--- config.mk ---
export PLATFORM = sky130hd
export DESIGN_NAME = fft_out_serializer
export DESIGN_NICKNAME = d
export VERILOG_FILES = /design/src/rtl/fft_out_serializer.sv
export SDC_FILE = /design/constraint.sdc
export NUM_CORES = 1
export LEC_CHECK = 0
export ABC_CLOCK_PERIOD_IN_PS = 8029
export CAP_MARGIN = 25
export CORE_UTILIZATION = 50
export CTS_BUF_LIST = sky130_fd_sc_hd__clkbuf_16
export DETAILED_ROUTE_END_ITERATION = 16
export GPL_TIMING_DRIVEN = 1
export MAX_ROUTING_LAYER = met4
export PLACE_DENSITY = 0.8
export RECOVER_POWER = 50
export SETUP_SLACK_MARGIN = 0.02
export SKIP_LAST_GASP = 1
export SYNTH_ARGS = -nofsm -noshare
export SYNTH_HDL_FRONTEND = slang
export SYNTH_SLANG_ARGS = --single-unit
--- constraint.sdc ---
create_clock -name clk -period 8.03 [get_ports clk]
set_clock_uncertainty 0.05 [all_clocks]
set_input_delay 1.606 -clock clk [delete_from_list [all_inputs] [get_ports clk]]
set_output_delay 1.606 -clock clk [all_outputs]
set_load 0.01 [all_outputs]
--- src/rtl/fft_out_serializer.sv ---
// fft_out_serializer
// Captures one parallel 8-point FFT result frame and streams it out one
// complex sample per transfer, bins 0..7 in order, over a valid/ready
// handshake. Two frame buffers (ping-pong) let a new frame arrive while
// the previous one drains.
// Optional build macro: FFT_SER_SCALE_EN -- when defined, outputs are the
// stored words arithmetically shifted right by 3 (divide-by-8 FFT gain).
module fft_out_serializer #(
  parameter int N = 4
) (
  input  logic              clk,
  input  logic              rst,
  input  logic              in_valid,
  output logic              in_ready,
  input  logic [2**N-1:0]   y0,
  input  logic [2**N-1:0]   y4,
  input  logic [2**N-1:0]   yr1,
  input  logic [2**N-1:0]   yi1,
  input  logic [2**N-1:0]   yr2,
  input  logic [2**N-1:0]   yi2,
  input  logic [2**N-1:0]   yr3,
  input  logic [2**N-1:0]   yi3,
  input  logic [2**N-1:0]   yr5,
  input  logic [2**N-1:0]   yi5,
  input  logic [2**N-1:0]   yr6,
  input  logic [2**N-1:0]   yi6,
  input  logic [2**N-1:0]   yr7,
  input  logic [2**N-1:0]   yi7,
  output logic              out_valid,
  input  logic              out_ready,
  output logic [2**N-1:0]   out_re,
  output logic [2**N-1:0]   out_im,
  output logic [2:0]        out_idx,
  output logic              out_last,
  output logic              ovf
);

  localparam int W = 2**N;
  localparam logic [W-1:0] ZERO = '0;

  // Occupancy doubles as the state: number of full buffers.
  localparam logic [1:0] EMPTY = 2'd0;
  localparam logic [1:0] ONE   = 2'd1;
  localparam logic [1:0] TWO   = 2'd2;

  logic [W-1:0] buf_re [2][8];
  logic [W-1:0] buf_im [2][8];
  logic [W-1:0] frame_re [8];
  logic [W-1:0] frame_im [8];

  logic       wp;
  logic       rp;
  logic [1:0] cnt;
  logic [2:0] idx;

  logic       capture;
  logic       xfer;
  logic       final_xfer;
  logic [W-1:0] sel_re;
  logic [W-1:0] sel_im;

  // Real-only bins 0 and 4 carry a constant zero imaginary part, so those
  // two storage words are constant and fold away.
  assign frame_re = '{y0,   yr1, yr2, yr3, y4,   yr5, yr6, yr7};
  assign frame_im = '{ZERO, yi1, yi2, yi3, ZERO, yi5, yi6, yi7};

  assign in_ready   = (cnt != TWO);
  assign out_valid  = (cnt != EMPTY);
  assign capture    = in_valid && in_ready;
  assign xfer       = out_valid && out_ready;
  assign final_xfer = xfer && (idx == 3'd7);

  // Buffer writes, pointers, read index, occupancy and the sticky drop flag.
  always_ff @(posedge clk) begin
    // NOTE: every register here uses <= so all updates see pre-edge values.
    if (rst) begin
      wp  <= 1'b0;
      rp  <= 1'b0;
      cnt <= EMPTY;
      idx <= 3'd0;
      ovf <= 1'b0;
      // NOTE: the frame storage is cleared too, so outputs read 0 out of reset.
      for (int b = 0; b < 2; b++) begin
        for (int k = 0; k < 8; k++) begin
          buf_re[b][k] <= ZERO;
          buf_im[b][k] <= ZERO;
        end
      end
    end else begin
      if (capture) begin
        for (int k = 0; k < 8; k++) begin
          buf_re[wp][k] <= frame_re[k];
          buf_im[wp][k] <= frame_im[k];
        end
        wp <= ~wp;
      end

      if (in_valid && !in_ready) begin
        ovf <= 1'b1;
      end

      if (xfer) begin
        idx <= idx + 3'd1;
        if (idx == 3'd7) begin
          rp <= ~rp;
        end
      end

      case (cnt)
        EMPTY: if (capture) cnt <= ONE;
        ONE: begin
          if (capture && !final_xfer)      cnt <= TWO;
          else if (final_xfer && !capture) cnt <= EMPTY;
        end
        TWO:     if (final_xfer) cnt <= ONE;
        default: cnt <= EMPTY;
      endcase
    end
  end

  // Output words come straight from registered state, never from inputs.
  assign sel_re = buf_re[rp][idx];
  assign sel_im = buf_im[rp][idx];

`ifdef FFT_SER_SCALE_EN
  assign out_re = $signed(sel_re) >>> 3;
  assign out_im = $signed(sel_im) >>> 3;
`else
  assign out_re = sel_re;
  assign out_im = sel_im;
`endif

  assign out_idx  = idx;
  assign out_last = (idx == 3'd7);

endmodule

==> out/results.ini, run 1 <==
[timing]
finalSetupTns_ns = 0
worst_slew_pin_slew_ns = 3.18
final-max-slew-violation-count = 337
timing.final.hold_violations = 0
worst_slew_margin_rel = -1.12
finalWorstSetupSlack_ns = 1.69
setup_viol = 0
period_needed_ns = 6.34
min_period_over_period = 0.790
max_freq_ghz = 0.158
rsz0062_at_grt = no

[power_and_ir_drop]
peakVddDrop_mv = 0.172
power.net_switching_mw = 1.26
comb_power_share = 0.107
switching_share = 0.226
powerDensity_nw_per_um2 = 222
p_int_mw = 4.32
power.sequential.fraction = 0.518
power_frac_clock = 0.375
p_leak_nw = 8.88

[clocking]
worst_setup_hold_path_clk_slew_ns = 0.06
h-tree-depth = 2
cts_setup_buffers = 0
tritoncts.num_buffers = 47
ctsResizeCount = 0
holdBufCountCts = 0
ctsLongestPathBuffers = 3
clockRootBuffer = clkbuf_16
worstSkewPairLatency_ns = 0.57
cts_sink_count = 457
tritoncts_clock_tree = yes

[synth]
synth_top_cells_by_area = edfxtp_1 65%, and2_1 12%, mux4_2 7.0%, mux2i_1 3.3%, a221oi_1 2.7%
synth_most_common_cell = edfxtp_1
synth.net_count = 1567
synth_top_family_by_area = simple AND/OR/NAND/NOR gates
synth_adder_area_share = 0.00182
synth_async_sr_flop_share = 0
synth_top_flop_cell = edfxtp_1
synth_simple_gate_area_frac = 0.149
muxShareOfSynthArea = 0.120
compound_gate_portion_of_the_synthesized_area = 0.0392
avgSynthCellArea_um2 = 15.4
post_synth_most_frequent_cells = 448 x edfxtp_1, 393 x and2_1, 67 x mux2i_1
post_synth_inst_count = 1336
synth.distinct_cells = 36
number_of_enable_type_register_cells_in_the_synthesized_netlist = 448
synth_top_cell_area_share = 0.652
synth.cell_area_um2 = 20600
synth-seq-cells = 457
yosysWarningCount = 0
yosysSeqAreaShare = 0.661
post-synth-top-area-cell = edfxtp_1
synth-xor-area-share = 0.00127

[flow_run]
drv_cap = 6

[global_route]
overflow = 0
grt_pass1_vias = 12500
grt_first_pass_wirelength_mm = 75.2
grt_antenna_before_repair = 15
track_usage = 0.251
grt_start_max_net_pins = 120

[run_status]
status = finished, violations left
failed_checks = capacitance limit, slew limit

[hold_path]
hold_path_end = ovf
timing.hold.worst.start = ovf
min-delay-path-class = reg -> reg
timing.hold.worst_path_depth = 2

[routing]
drt_first_iter_violations = 1102
routed_wirelength_mm = 51.1
drcViolationCount = 0
drt-vias-per-instance = 5.74
detail_route_antenna_nets = 0
route.detailed.wl_per_inst_um = 23.7
first_pass_iters = 6
vias = 12300

[setup_path]
setup.worst_path.end_class = register
timing_worst_setup_path_type = in -> reg
worst_r2r_path_cells = 7
crit-reg2reg-capture = buf_im[1][9]
setup.worst_path.start_class = primary input
crit_fanout = 78
worst-endpoint-arrival_ns = 6.72
rr_startpoint = cnt[0]
rrSetupSlack_ns = 2.98
critical_path_required_ns = 8.41

[finish]
finalCoreUtilization = 0.616
fin_nets = 1799
syn2layout_area_growth_pct = 21.7
fillerInstances = 2986
drive_above_1_share = 0.121
final_cells = 2151

[placement]
finalWeightedCongestion = 0.831
dp_cells = 2050
place_hpwl_mm = 31.9
dp_worst_setup_slack_ns = 2.62
buffer_ports.inserted = 266

[die]
boundary_pins = 267
die_height_um = 205
floorplan.die.width_um = 205
placement_rows = 74
coreArea_um2 = 40700
dieArea_um2 = 42100
starting_utilization_of_the_core_area = 0.506

## cell type report
type                       instances  area [um^2]  share of cell area
antenna                           15         37.5             0.00150
timing repair buffer             287         2840               0.113
multi-input combinational        772         6450               0.257
clock buffer                      47         1180              0.0468
tap                              532          666              0.0265
clock inverter                    38          282              0.0112
sequential                       457        13600               0.543
inverter                           3         11.3            0.000449
## metal layers
metal	routed length, um	track usage	vias to the layer above
met5	0	-	-
met4	1530	0.0894	0
met3	3920	0.0655	74
met2	24700	0.379	427
met1	20900	0.328	6329
li1	-	-	5515
## state kept, by name, summed over array words and instances, names as in the netlist, named ones only
signal	count
buf_re	256
buf_im	192
rp	1
wp	1
cnt	2
ovf	1
out_idx	3
## worst max path at each step
stage,startpoint,end,slack [ns],cells past startpoint
2_1_floorplan,in_valid,buf_im[1][0],1.08,4
5_1_grt,rst,buf_im[0][88],1.33,6
3_5_place_dp,rst,buf_re[1][45],2.62,5
3_3_place_gp,rst,buf_re[1][45],2.69,5
6_report,rst,buf_im[0][56],1.69,6
4_1_cts,register,out_im[1],2.70,5
## worst max-delay path, stage by stage
cell and delay [ns]:
dlygate4sd3_1 0.74, nand3b_2 0.30, clkbuf_1 1.01, nor2_4 0.36
clkbuf_1 2.27, and2_1 0.34
## layout by cell type, fill, tap and decap left out, types with 5 or more instances in the layout
cell	count
a221oi_1	64
nor3b_1	39
mux4_2	64
clkinv_1	10
edfxtp_1	448
nor2_1	41
clkinv_2	13
diode_2	15
dfxtp_1	5
and3_1	16
and2_0	50
a22oi_1	16
and2_1	343
clkbuf_16	47
inv_1	9
clkbuf_1	5
mux2_2	32
buf_4	12
clkdlybuf4s50_1	262
o21ai_1	16
mux2i_1	67
## cell families (layout without fill, tap and decap cells)
logic type | after synthesis | count (layout)
compound gates | 103 | 103
xor+xnor | 3 | 3
buf+inv | 107 | 375
fa+ha+maj | 3 | 3
mux | 163 | 163
simple gates | 500 | 500
flops | 457 | 457
other cells | 0 | 15
## stage by stage
step	power, mW	hold WS [ns]	instance area [um^2]
2_1_floorplan	3.24	0.422	20600
3_3_place_gp	3.51	0.417	23600
3_5_place_dp	3.54	0.434	23600
4_1_cts	5.61	0.453	25100
5_1_grt	5.75	0.466	25100
6_report	5.58	0.436	25100
## power groups by stage
| stage | registers [mW] | clock network (mW) | logic (mW) |
|---|---|---|---|
| floorplan | 2.93 | 0 | 0.308 |
| global placement | 2.92 | 0 | 0.589 |
| detailed placement | 2.94 | 0 | 0.600 |
| CTS | 2.89 | 2.12 | 0.603 |
| global route | 2.91 | 2.21 | 0.640 |
| finish | 2.89 | 2.09 | 0.599 |
Note: power is estimated with default switching activity, not from simulation.
==> run 2, diff against run 1 <==
--- a/config.mk
+++ b/config.mk
@@ -5,7 +5,7 @@
 export SDC_FILE = /design/constraint.sdc
 export NUM_CORES = 1
 export LEC_CHECK = 0
-export ABC_CLOCK_PERIOD_IN_PS = 8029
+export ABC_CLOCK_PERIOD_IN_PS = 5200
 export CAP_MARGIN = 25
 export CORE_UTILIZATION = 50
 export CTS_BUF_LIST = sky130_fd_sc_hd__clkbuf_16
==> constraint.sdc (replaced) <==
create_clock -name clk -period 5.2 [get_ports clk]
set_clock_uncertainty 0.05 [all_clocks]
set_input_delay 1.04 -clock clk [delete_from_list [all_inputs] [get_ports clk]]
set_output_delay 1.04 -clock clk [all_outputs]
set_load 0.01 [all_outputs]
==> run 2 against run 1 <==
Compared with the run above: the flow still finishes with violations (capacitance limit, slew limit); critical path depth stayed put; routed wire length is 0.58% higher; largest power group unchanged; core utilization shrank 0.21 points; clock power up 44%; critical path type is now reg -> out; largest cell class unchanged; sequential cell count stayed put; first-iteration DRC count is 6.1% higher; die area stayed put.
==> out/results.ini, run 2 (synthesis gave the netlist of run 1 again) <==
[placement]
buffer_ports.inserted = 266
finalWeightedCongestion = 0.856
place_hpwl_mm = 32.6

[timing]
finalSetupTns_ns = 0
rsz0062_at_grt = no
final-max-slew-violation-count = 420
setup_viol = 0
period_needed_ns = 4.69
worst_slew_margin_rel = -1.37
worst_slew_pin_slew_ns = 3.55
min_period_over_period = 0.902
max_freq_ghz = 0.213
timing.final.hold_violations = 0
worst_hold_slack_ns = 0.424

[setup_path]
cpLargestDelayFamily = compound AO/OA/AOI/OAI gates
timing_worst_setup_path_type = reg -> out
critical-path-slowest-cell = a221oi_1
worst-endpoint-arrival_ns = 3.60
critical_path_required_ns = 4.11
rr_startpoint = cnt[0]
crit_fanout = 53
setup.worst_path.end_class = output pin
slowest_delay_ns = 0.84
setup.worst_path.start_class = register
cp.buffers_inverters = 2
rrSetupSlack_ns = 1.13
cp_cell_sequence = buf_12 -> mux2i_1 -> a221oi_1 -> a22oi_1 -> o21ai_1 -> clkdlybuf4s50_1

[routing]
vias = 12500
met3_wirelength_mm = 3.62
drcViolationCount = 0
route.detailed.wl_per_inst_um = 23.9
drt-vias-per-instance = 5.81
drt_first_iter_violations = 1169
route.layer.met1.wl_mm = 22.0
wl_met2_mm = 24.3
top_signal_layer_used = met4
first_pass_iters = 5
routed_wirelength_mm = 51.4
detail_route_antenna_nets = 0

[clocking]
ctsResizeCount = 0
worstSkewPairLatency_ns = 0.56
h-tree-depth = 2
worst_setup_hold_path_clk_slew_ns = 0.06
ctsLongestPathBuffers = 3
holdBufCountCts = 0
tritoncts_clock_tree = yes
clockRootBuffer = clkbuf_16
cts_setup_buffers = 0
cts_sink_count = 457
tritoncts.num_buffers = 46

[finish]
syn2layout_area_growth_pct = 21.3
mostFrequentLayoutCells = 448 x edfxtp_1, 318 x and2_1, 262 x clkdlybuf4s50_1, 75 x and2_0, 67 x mux2i_1
fin_nets = 1801
register_bank_with_the_most_flops = buf_re
largest_register_ffs = 256
drive_above_1_share = 0.117
final_common_cell = edfxtp_1

[die]
floorplan.die.width_um = 205
dieArea_um2 = 42100
coreArea_um2 = 40700
die_height_um = 205
starting_utilization_of_the_core_area = 0.506
boundary_pins = 267
placement_rows = 74

[hold_path]
timing.hold.worst.start = ovf
min-delay-path-class = reg -> reg

[power_and_ir_drop]
powerDensity_nw_per_um2 = 336
p_leak_nw = 8.86
peakVddDrop_mv = 0.225

[global_route]
grt_first_pass_wirelength_mm = 77.6
track_usage = 0.255
grt_pass1_vias = 12500
overflow = 0
grt_start_max_net_pins = 193
grt_antenna_before_repair = 12

[run_status]
failed_checks = capacitance limit, slew limit
status = finished, violations left

[flow_run]
drv_cap = 5

run 2: final cells by class:
cell class              instances  area [um^2]
multi-input cells             772         6430
repair buffers                290         2890
diodes                         13         32.5
inverters                       3         11.3
well taps                     532          666
flip-flops and latches        457        13600
clock buffers                  46         1150
fillers                      3027        15700
clock inverters                36          198
run 2: power by group:
| part | internal (mW) | switching [mW] |
|---|---|---|
| clock | 1.65 | 1.36 |
| combinational | 0.446 | 0.465 |
| sequential | 4.39 | 0.0900 |
| total | 6.49 | 1.91 |
run 2: final timing paths:
kind | end | cells past startpoint
worst max-delay path | out_re[10] | 6
worst min-delay path | ovf | 2
worst max register to register | buf_re[0][110] | 5
worst min register to register | ovf | 2
run 2: tightest hold or removal path, cell delays in order, from the launching register on:
cell and delay [ns]:
dfxtp_1 0.33, a21oi_1 0.04, nor2_1 0.07
run 2: metal layers:
metal	vias to the layer above	track usage
met5	-	-
met1	6377	0.361
met4	0	0.0849
met3	96	0.0423
met2	490	0.378
li1	5512	-
run 2: per-stage QoR:
step	power (mW)	setup WS [ns]	utilization	instances	area (um^2)
floorplan	4.99	0.201	-	1336	20600
global placement	5.43	1.19	0.582	2054	23700
detailed placement	5.46	1.21	0.582	2054	23700
CTS	8.44	0.607	0.615	2136	25100
global route	8.66	0.322	0.614	2147	25000
finish	8.40	0.511	0.614	2149	25000
